`config.mk`:
```
export PLATFORM = sky130hd
export DESIGN_NAME = rx_frame_buffer_ctrl
export DESIGN_NICKNAME = d
export VERILOG_FILES = /design/src/rtl/rx_frame_buffer_ctrl.sv
export SDC_FILE = /design/constraint.sdc
export NUM_CORES = 1
export LEC_CHECK = 0
export CORE_MARGIN = 4
export CORE_UTILIZATION = 58
export DETAILED_ROUTE_END_ITERATION = 16
export PLACE_DENSITY = 0.82
export SLEW_MARGIN = 20
export SYNTH_ARGS = -nofsm -noshare
export SYNTH_HDL_FRONTEND = slang
export SYNTH_SLANG_ARGS = --single-unit
```
`constraint.sdc`:
```
create_clock -name clock -period 10.8 [get_ports clock]
set_clock_uncertainty 0.05 [all_clocks]
set_input_delay 1.62 -clock clock [delete_from_list [all_inputs] [get_ports clock]]
set_output_delay 1.62 -clock clock [all_outputs]
set_load 0.05 [all_outputs]
```
`src/rtl/rx_frame_buffer_ctrl.sv`:
```
// rx_frame_buffer_ctrl
//
// Writes received frames into a circular packet RAM, then either commits the
// frame and publishes a one-entry descriptor, or rolls the write pointer back
// to the last committed position. Also drives a near-full flag back to the
// receiver and counts committed and dropped frames.
//
// Ports:
//   clock, reset                 rising-edge clock, async active-high reset
//   data_in, data_in_enable      byte stream from the receiver
//   data_in_start, data_in_end   frame delimiters (start qualified by enable)
//   error                        frame bad, qualified by data_in_end
//   fifo_full                    fewer than FULL_MARGIN free bytes (combinational)
//   ram_wr_en/addr/data          registered RAM write port
//   rd_ptr                       consumer free pointer, wrap bit in MSB
//   frame_valid/addr/length      descriptor, held until frame_ack
//   frame_ack                    consumer takes the descriptor
//   frames_ok, frames_dropped    wrapping frame counters
//
// state    | meaning
// IDLE     | between frames, waiting for start
// WRITE    | frame in progress, bytes going to RAM
// OVERFLOW | buffer filled mid-frame, discarding until end
module rx_frame_buffer_ctrl #(
    parameter int ADDR_WIDTH  = 11,
    parameter int FULL_MARGIN = 8
) (
    input  logic                  clock,
    input  logic                  reset,
    input  logic [7:0]            data_in,
    input  logic                  data_in_enable,
    input  logic                  data_in_start,
    input  logic                  data_in_end,
    input  logic                  error,
    output logic                  fifo_full,
    output logic                  ram_wr_en,
    output logic [ADDR_WIDTH-1:0] ram_wr_addr,
    output logic [7:0]            ram_wr_data,
    input  logic [ADDR_WIDTH:0]   rd_ptr,
    output logic                  frame_valid,
    output logic [ADDR_WIDTH-1:0] frame_addr,
    output logic [15:0]           frame_length,
    input  logic                  frame_ack,
    output logic [15:0]           frames_ok,
    output logic [15:0]           frames_dropped
);
    localparam int PW = ADDR_WIDTH + 1;
    localparam logic [PW-1:0] DEPTH_P     = {1'b1, {ADDR_WIDTH{1'b0}}};
    localparam logic [PW-1:0] FULL_THRESH = DEPTH_P - PW'(FULL_MARGIN);

    typedef enum logic [1:0] {IDLE, WRITE, OVERFLOW} state_t;

    state_t                state;
    logic [PW-1:0]         wr_ptr;
    logic [PW-1:0]         commit_ptr;
    logic [ADDR_WIDTH-1:0] frame_start;
    logic [15:0]           len;

    logic [PW-1:0] used;
    logic [PW-1:0] wr_base;
    logic [PW-1:0] base_used;
    logic [PW-1:0] wr_ptr_after;
    logic [15:0]   len_after;
    logic          restart;
    logic          abort;
    logic          byte_valid;
    logic          room;
    logic          do_write;
    logic          in_frame;
    logic          overflowed;
    logic          resolve;
    logic          slot_free;
    logic          commit;
    logic          rollback;
    logic [1:0]    drop_inc;

    // A start in WRITE abandons the current frame, so the incoming byte is
    // placed relative to commit_ptr rather than wr_ptr. Room is checked at that
    // base so the block never writes past rd_ptr + DEPTH. A byte that comes
    // with end is written first; the frame is then resolved on the same edge.
    always_comb begin
        used         = wr_ptr - rd_ptr;
        fifo_full    = used > FULL_THRESH;
        restart      = data_in_enable && data_in_start && (state != OVERFLOW);
        abort        = restart && (state == WRITE);
        byte_valid   = data_in_enable && ((state == WRITE) || restart);
        wr_base      = restart ? commit_ptr : wr_ptr;
        base_used    = wr_base - rd_ptr;
        room         = base_used < DEPTH_P;
        do_write     = byte_valid && room;
        wr_ptr_after = wr_base + PW'(do_write);
        len_after    = (restart ? 16'd0 : len) + 16'(do_write);
        in_frame     = (state == WRITE) || restart;
        overflowed   = (state == OVERFLOW) || (byte_valid && !room);
        resolve      = data_in_end && (in_frame || (state == OVERFLOW));
        slot_free    = !frame_valid || frame_ack;
        commit       = resolve && !overflowed && !error && slot_free;
        rollback     = resolve && !commit;
        drop_inc     = 2'(abort) + 2'(rollback);
    end

    always_ff @(posedge clock or posedge reset) begin
        if (reset) begin
            state          <= IDLE;
            wr_ptr         <= '0;
            commit_ptr     <= '0;
            frame_start    <= '0;
            len            <= '0;
            ram_wr_en      <= 1'b0;
            ram_wr_addr    <= '0;
            ram_wr_data    <= '0;
            frame_valid    <= 1'b0;
            frame_addr     <= '0;
            frame_length   <= '0;
            frames_ok      <= '0;
            frames_dropped <= '0;
        end else begin
            ram_wr_en <= do_write;
            if (do_write) begin
                ram_wr_addr <= wr_base[ADDR_WIDTH-1:0];
                ram_wr_data <= data_in;
            end

            if (restart) begin
                frame_start <= commit_ptr[ADDR_WIDTH-1:0];
            end
            len            <= len_after;
            frames_dropped <= frames_dropped + 16'(drop_inc);

            if (rollback) begin
                wr_ptr <= commit_ptr;
            end else begin
                wr_ptr <= wr_ptr_after;
            end

            // A commit on the ack cycle replaces the descriptor in place.
            if (commit) begin
                commit_ptr   <= wr_ptr_after;
                frame_valid  <= 1'b1;
                frame_addr   <= restart ? commit_ptr[ADDR_WIDTH-1:0] : frame_start;
                frame_length <= len_after;
                frames_ok    <= frames_ok + 16'd1;
            end else if (frame_ack) begin
                frame_valid <= 1'b0;
            end

            if (resolve) begin
                state <= IDLE;
            end else if (overflowed) begin
                state <= OVERFLOW;
            end else if (in_frame) begin
                state <= WRITE;
            end
        end
    end

endmodule

```
## Word-level counts from Yosys, hierarchy flattened

Cells that the tools add are included.

| cells by class | value |
|---|---|
| multiplexer cells | 9 |
| $lt $le $gt $ge | 2 |
| reduce and logical (&&, ||, !) cells | 22 |
| add/subtract/negate cells | 7 |
| eq/ne operators | 3 |

Operators with widths:

| operator | count |
|---|---|
| $mux 12 | 2 |
| $sub 12x12->12 | 2 |
| $add 16x1->16 | 1 |
| $add 16x1->16 const B | 1 |
| $add 16x2->16 | 1 |
| $mux 16 | 1 |
| $add 12x1->12 | 1 |
| $gt 12x11->1 const B | 1 |
| $lt 12x12->1 const B | 1 |
| $logic_and 1x1->1 | 11 |
| $mux 11 | 1 |
| $mux 2 | 3 |
| $logic_not 1->1 | 5 |
| $logic_or 1x1->1 | 4 |
| $reduce_bool 3->1 | 1 |
| $add 1x1->2 | 1 |
| $eq 2x1->1 const B | 1 |
| $eq 2x2->1 const B | 1 |
| $mux 1 | 2 |
| $ne 2x2->1 const B | 1 |
| $reduce_bool 2->1 | 1 |

| storage, ports and cells | value |
|---|---|
| output and inout port bits | 81 |
| register bits | 133 |
| input bits | 27 |

## Longest topological paths before layout

| logic depth | value |
|---|---|
| depth in word-level cells | 16 |
| gate-level depth with buffers | 24 |

## Least setup slack after synthesis

Ideal clock, no wire load.

| path | value |
|---|---|
| path kind | input to register |
| start | in data_in_enable |
| end | reg wr_ptr[10] |
| setup time | 0.127 ns |
| required time | 10.623 ns |
| slack | 5.152 ns |
| cell stages on the path | 20 |
| data arrival time | 5.471 ns |
| cell sequence | and2_1 > buf_2 > nand2_1 > buf_2 > mux2_2 > ha_1 > and4_1 > a221oi_1 > nor4b_4 > nor2_1 > nor2_1 > buf_2 > ha_1 > ha_1 > inv_1 > a221oi_1 > nand3_1 > and4b_1 > xor2_1 > mux2_1 |

| on the way | value |
|---|---|
| elaborated cells between the ends (all ways) | 21 |

RTL lines:

| element | RTL line | source |
|---|---|---|
| start, declared | 31 | `input logic data_in_enable,` |
| $logic_and 1x1->1 (2 in series) | 84 | `restart = data_in_enable && data_in_start && (state != OVERFLOW);` |
| $mux 12 | 87 | `wr_base = restart ? commit_ptr : wr_ptr;` |
| net wr_base[7] | 60 | `logic [PW-1:0] wr_base;` |
| $sub 12x12->12 | 88 | `base_used = wr_base - rd_ptr;` |
| $lt 12x12->1 | 89 | `room = base_used < DEPTH_P;` |
| $logic_and 1x1->1 | 90 | `do_write = byte_valid && room;` |
| net do_write | 68 | `logic do_write;` |
| $add 12x1->12 | 91 | `wr_ptr_after = wr_base + PW'(do_write);` |
| $mux 12 | 130 | `if (rollback) begin` |
| end signal, assigned | 131 | `wr_ptr <= commit_ptr;` |
| end signal, assigned | 133 | `wr_ptr <= wr_ptr_after;` |
| end, declared | 54 | `logic [PW-1:0] wr_ptr;` |

The timed path passes the listed nets, and every way through them passes these cells.
A chain may end at the register's enable or synchronous reset.

## Final worst setup path

| path | value |
|---|---|
| start | in data_in_enable |
| end | reg frame_length[12] |

| on the way | value |
|---|---|
| elaborated cells between the ends (all ways) | 19 |

RTL lines:

| element | RTL line | source |
|---|---|---|
| $logic_and 1x1->1 (2 in series) | 84 |  |
| $mux 12 | 87 |  |
| net wr_base[6] | 60 |  |
| $sub 12x12->12 | 88 |  |
| $lt 12x12->1 | 89 |  |
| $logic_and 1x1->1 | 90 |  |
| $add 16x1->16 | 92 | `len_after = (restart ? 16'd0 : len) + 16'(do_write);` |
| net len_after[12] | 63 | `logic [15:0] len_after;` |
| end signal, assigned | 141 | `frame_length <= len_after;` |
| end, declared | 42 | `output logic [15:0] frame_length,` |

The timed path passes the listed nets, and every way through them passes these cells.

==> results.sh <==
export IMPL_relSlewSlack_pct=32.15
export IMPL_htreeDepth=4
export IMPL_hold_path_startpoint="frames_ok[15]"
export IMPL_ant_nets=0
export IMPL_grt_pass1_wl_mm=26.04
export IMPL_hold_class="flop to flop"
export IMPL_synthesis_area_um2=6630
export IMPL_p_leak_uw=0.003956
export IMPL_antenna_found_initial=0
export IMPL_layout_setup_ws_ns=3.304
export IMPL_critical_path_buf_inv_count=1
export IMPL_drc=0
export IMPL_dpl_instance_area_um2=7815
export IMPL_netlist_instances=599
export IMPL_core_area_um2=11030
export IMPL_final_cell_count_no_fill=862
export IMPL_critPathMaxStageDelay_ns=0.74
export IMPL_dieWidth_um=114.9
export IMPL_synth_edf_count=0
export IMPL_first_pass_iters=5
export IMPL_grtUsageTotal_pct=25.10
export IMPL_worstSetupPathType="input port to flop"
export IMPL_routedWlPerCell_um=18.42
export IMPL_synth_seq_area_share_pct=50.20
export IMPL_grt_util_met3_pct=6.263
export IMPL_fmax_mhz=133.4
export IMPL_drt_iter0_drc=309
export IMPL_use_met1_pct=32.81
export IMPL_r2r_start="state[0]"
export IMPL_grt_max_degree=85
export IMPL_initial_core_util_pct=60.11
export IMPL_die_area_um2=13210
export IMPL_grt_pass1_vias=5201
export IMPL_ys_warn_count=0
export IMPL_fin_crit_ns=7.496
export IMPL_nNetsFinal=765
export IMPL_yosysUniqueCellTypes=57
export IMPL_startpoint="data_in_enable"
export IMPL_crit_path_cell_trace="clkdlybuf4s50_1 -> and2_1 -> nand2_1 -> o21ai_0 -> ha_1 -> a21oi_1 -> o21ai_0 -> a221oi_1 -> nor4b_4 -> nor2_1 -> nor2_4 -> ha_1 -> ha_1 -> nand4_1 -> nor3_1 -> xnor2_1 -> nor2_1 -> mux2_2"
export IMPL_cts_setup_buffers=0
export IMPL_drv_cap=0
export IMPL_top_usage_layer="met2"
export IMPL_num_vias=5046
export IMPL_clock_latency_ns=0.42
export IMPL_rsz0062_at_grt="false"
export IMPL_crit_path_start_kind="input port"
export IMPL_cts_repair_resized=0
export IMPL_irDropWorstVdd_v=0.0001771
export IMPL_drt_total_wl_mm=15.88
export IMPL_finalHoldViolCount=0
export IMPL_io_pin_count=108
export IMPL_final_setup_viol_count=0
export IMPL_drive_gt1_share_pct=14.40
export IMPL_arrival_ns=7.75
export IMPL_grt_ovfl_total=0
export IMPL_cts_buffer_depth=2
export IMPL_ys_flop_type="dfrtp_1"
export IMPL_rows=38
export IMPL_cts_made_buffers=17
export IMPL_stdcell_area_um2=8428
export IMPL_worstPathMaxFanout=29
export IMPL_dpl_cell_count=830
export IMPL_clk_pin_slew_ns=0.06
export IMPL_cp_top_family="simple AND/OR/NAND/NOR gates"
export IMPL_ys_ff_latch=133
export IMPL_status="finished, final reports clean"
export IMPL_post_route_period_util_pct=69.40
export IMPL_nFillCells=712
export IMPL_setup_tns_final_ns=0
export IMPL_post_place_ws_ns=3.002
export IMPL_vias_per_cell=5.854
export IMPL_detailed_place_hpwl_mm=10.91
export IMPL_cts_root_buffer="clkbuf_16"
export IMPL_slowest_stage="o21ai_0"
export IMPL_syn2layout_area_growth_pct=27.12
export IMPL_p_per_area_nw_per_um2=232.6
export IMPL_clock_sinks=133
export IMPL_tightestPinTransition_ns=1.016
export IMPL_synthArstFlopShare_pct=100.0
export IMPL_place_congestion=0.8638
export IMPL_slew_viol_final=0
export IMPL_n_antenna_cell=0
export IMPL_cp_common_cell="ha_1"
export IMPL_dieHeight_um=114.9
export IMPL_hold_buffers=0
export IMPL_use_met2_pct=40.32
export IMPL_synth_fp_nets=655
export IMPL_tritoncts="yes"
export IMPL_syn_area_per_cell_um2=11.07
export IMPL_critPathCaptureType="flop"
export IMPL_cp_required_ns=11.06
export IMPL_port_buffers=107
-- final timing paths --
check	to	slack [ns]	depth (start not counted)
setup / recovery	frame_length[12]	3.30	18
hold / removal	frames_ok[15]	0.41	1
setup reg to reg	frame_length[12]	4.56	17
hold reg to reg	frames_ok[15]	0.41	1
max in group asynchronous	commit_ptr[9]	7.96	3
min in group asynchronous	frame_length[11]	1.59	2
-- final cells by class --
cell class	count	area (µm²)	area share (%)
Inverter	26	100.1	1.188
Multi-Input combinational cell	421	3118	37.00
Sequential cell	133	3328	39.49
Timing Repair Buffer	110	1097	13.02
Clock buffer	20	456.7	5.419
Tap cell	140	175.2	2.078
Clock inverter	12	152.6	1.811
-- cell usage after synthesis (16+ instances only) --
library cell	count	share of area (%)
dfrtp_1	133	50
nand2_1	65	3.7
mux2_2	60	10
nand3_1	32	2.4
o21ai_0	31	2.3
xor2_1	28	3.7
ha_1	27	5.1
inv_1	26	1.5
xnor2_1	25	3.3
a21oi_1	19	1.4
nor2_1	16	0.91
nor3_1	16	1.2
-- per-stage QoR --
| stage | utilization (%) | power [µW] | hold WS [ns] |
|---|---|---|---|
| after floorplan | - | 1145 | 0.3858 |
| after global placement | 70.80 | 1340 | 0.3991 |
| after detailed placement | 70.85 | 1365 | 0.4051 |
| after CTS | 76.37 | 1966 | 0.4186 |
| after global routing | 76.41 | 2048 | 0.4469 |
| final | 76.41 | 1960 | 0.4102 |
-- power breakdown --
part / total [µW] / switching (µW) / internal, µW
logic: 697 / 443 / 254
clock network: 593 / 218 / 375
registers: 670 / 74.1 / 596
-- placed cells by master (no fill, tap or decap), types with 3 or more instances in the layout --
cell	instances
o21a_1	3
nor3_1	16
and2_1	7
nor2b_1	5
a21oi_1	19
nor4_1	4
nand3_1	32
o21ai_0	31
nand2_1	65
and3_1	10
clkbuf_16	17
mux2_1	8
a31oi_1	3
dfrtp_1	133
or3_1	9
clkinv_2	4
nand4_1	7
nand3b_1	3
clkinv_4	3
clkdlybuf4s50_1	107
xor2_1	28
xnor2_1	25
nor2_1	15
ha_1	27
mux2_2	60
bufinv_16	3
and4_1	5
nand2b_1	4
inv_1	25
-- registers in the layout (all words and copies together), names as in the netlist --
| signal | cells |
|---|---|
| commit_ptr | 12 |
| frames_ok | 16 |
| ram_wr_addr | 11 |
| len | 16 |
| state | 2 |
| frame_valid | 1 |
| ram_wr_data | 8 |
| ram_wr_en | 1 |
| frames_dropped | 16 |
| frame_start | 11 |
| frame_addr | 11 |
| frame_length | 16 |
| wr_ptr | 12 |
-- metal layers --
metal / part of all wire [%] / wire length, µm
met5: 0 / 0
met1: 43 / 6781
met4: 2.3 / 360
met3: 5.6 / 896
met2: 49 / 7840
-- cells by family (layout without fill, tap and decap cells) --
group / count (synthesis) / count (layout) / share of synthesized area [%]
multiplexers: 70 / 70 / 11.85
adder cells (fa/ha/maj): 30 / 30 / 5.850
flip-flops: 133 / 133 / 50.20
AND/OR/NAND/NOR: 191 / 191 / 14.87
XOR/XNOR: 53 / 53 / 7.001
buffers and inverters: 45 / 168 / 2.963
AO/OA/AOI/OAI: 77 / 77 / 7.266
Power figures use the tool's default switching activity.
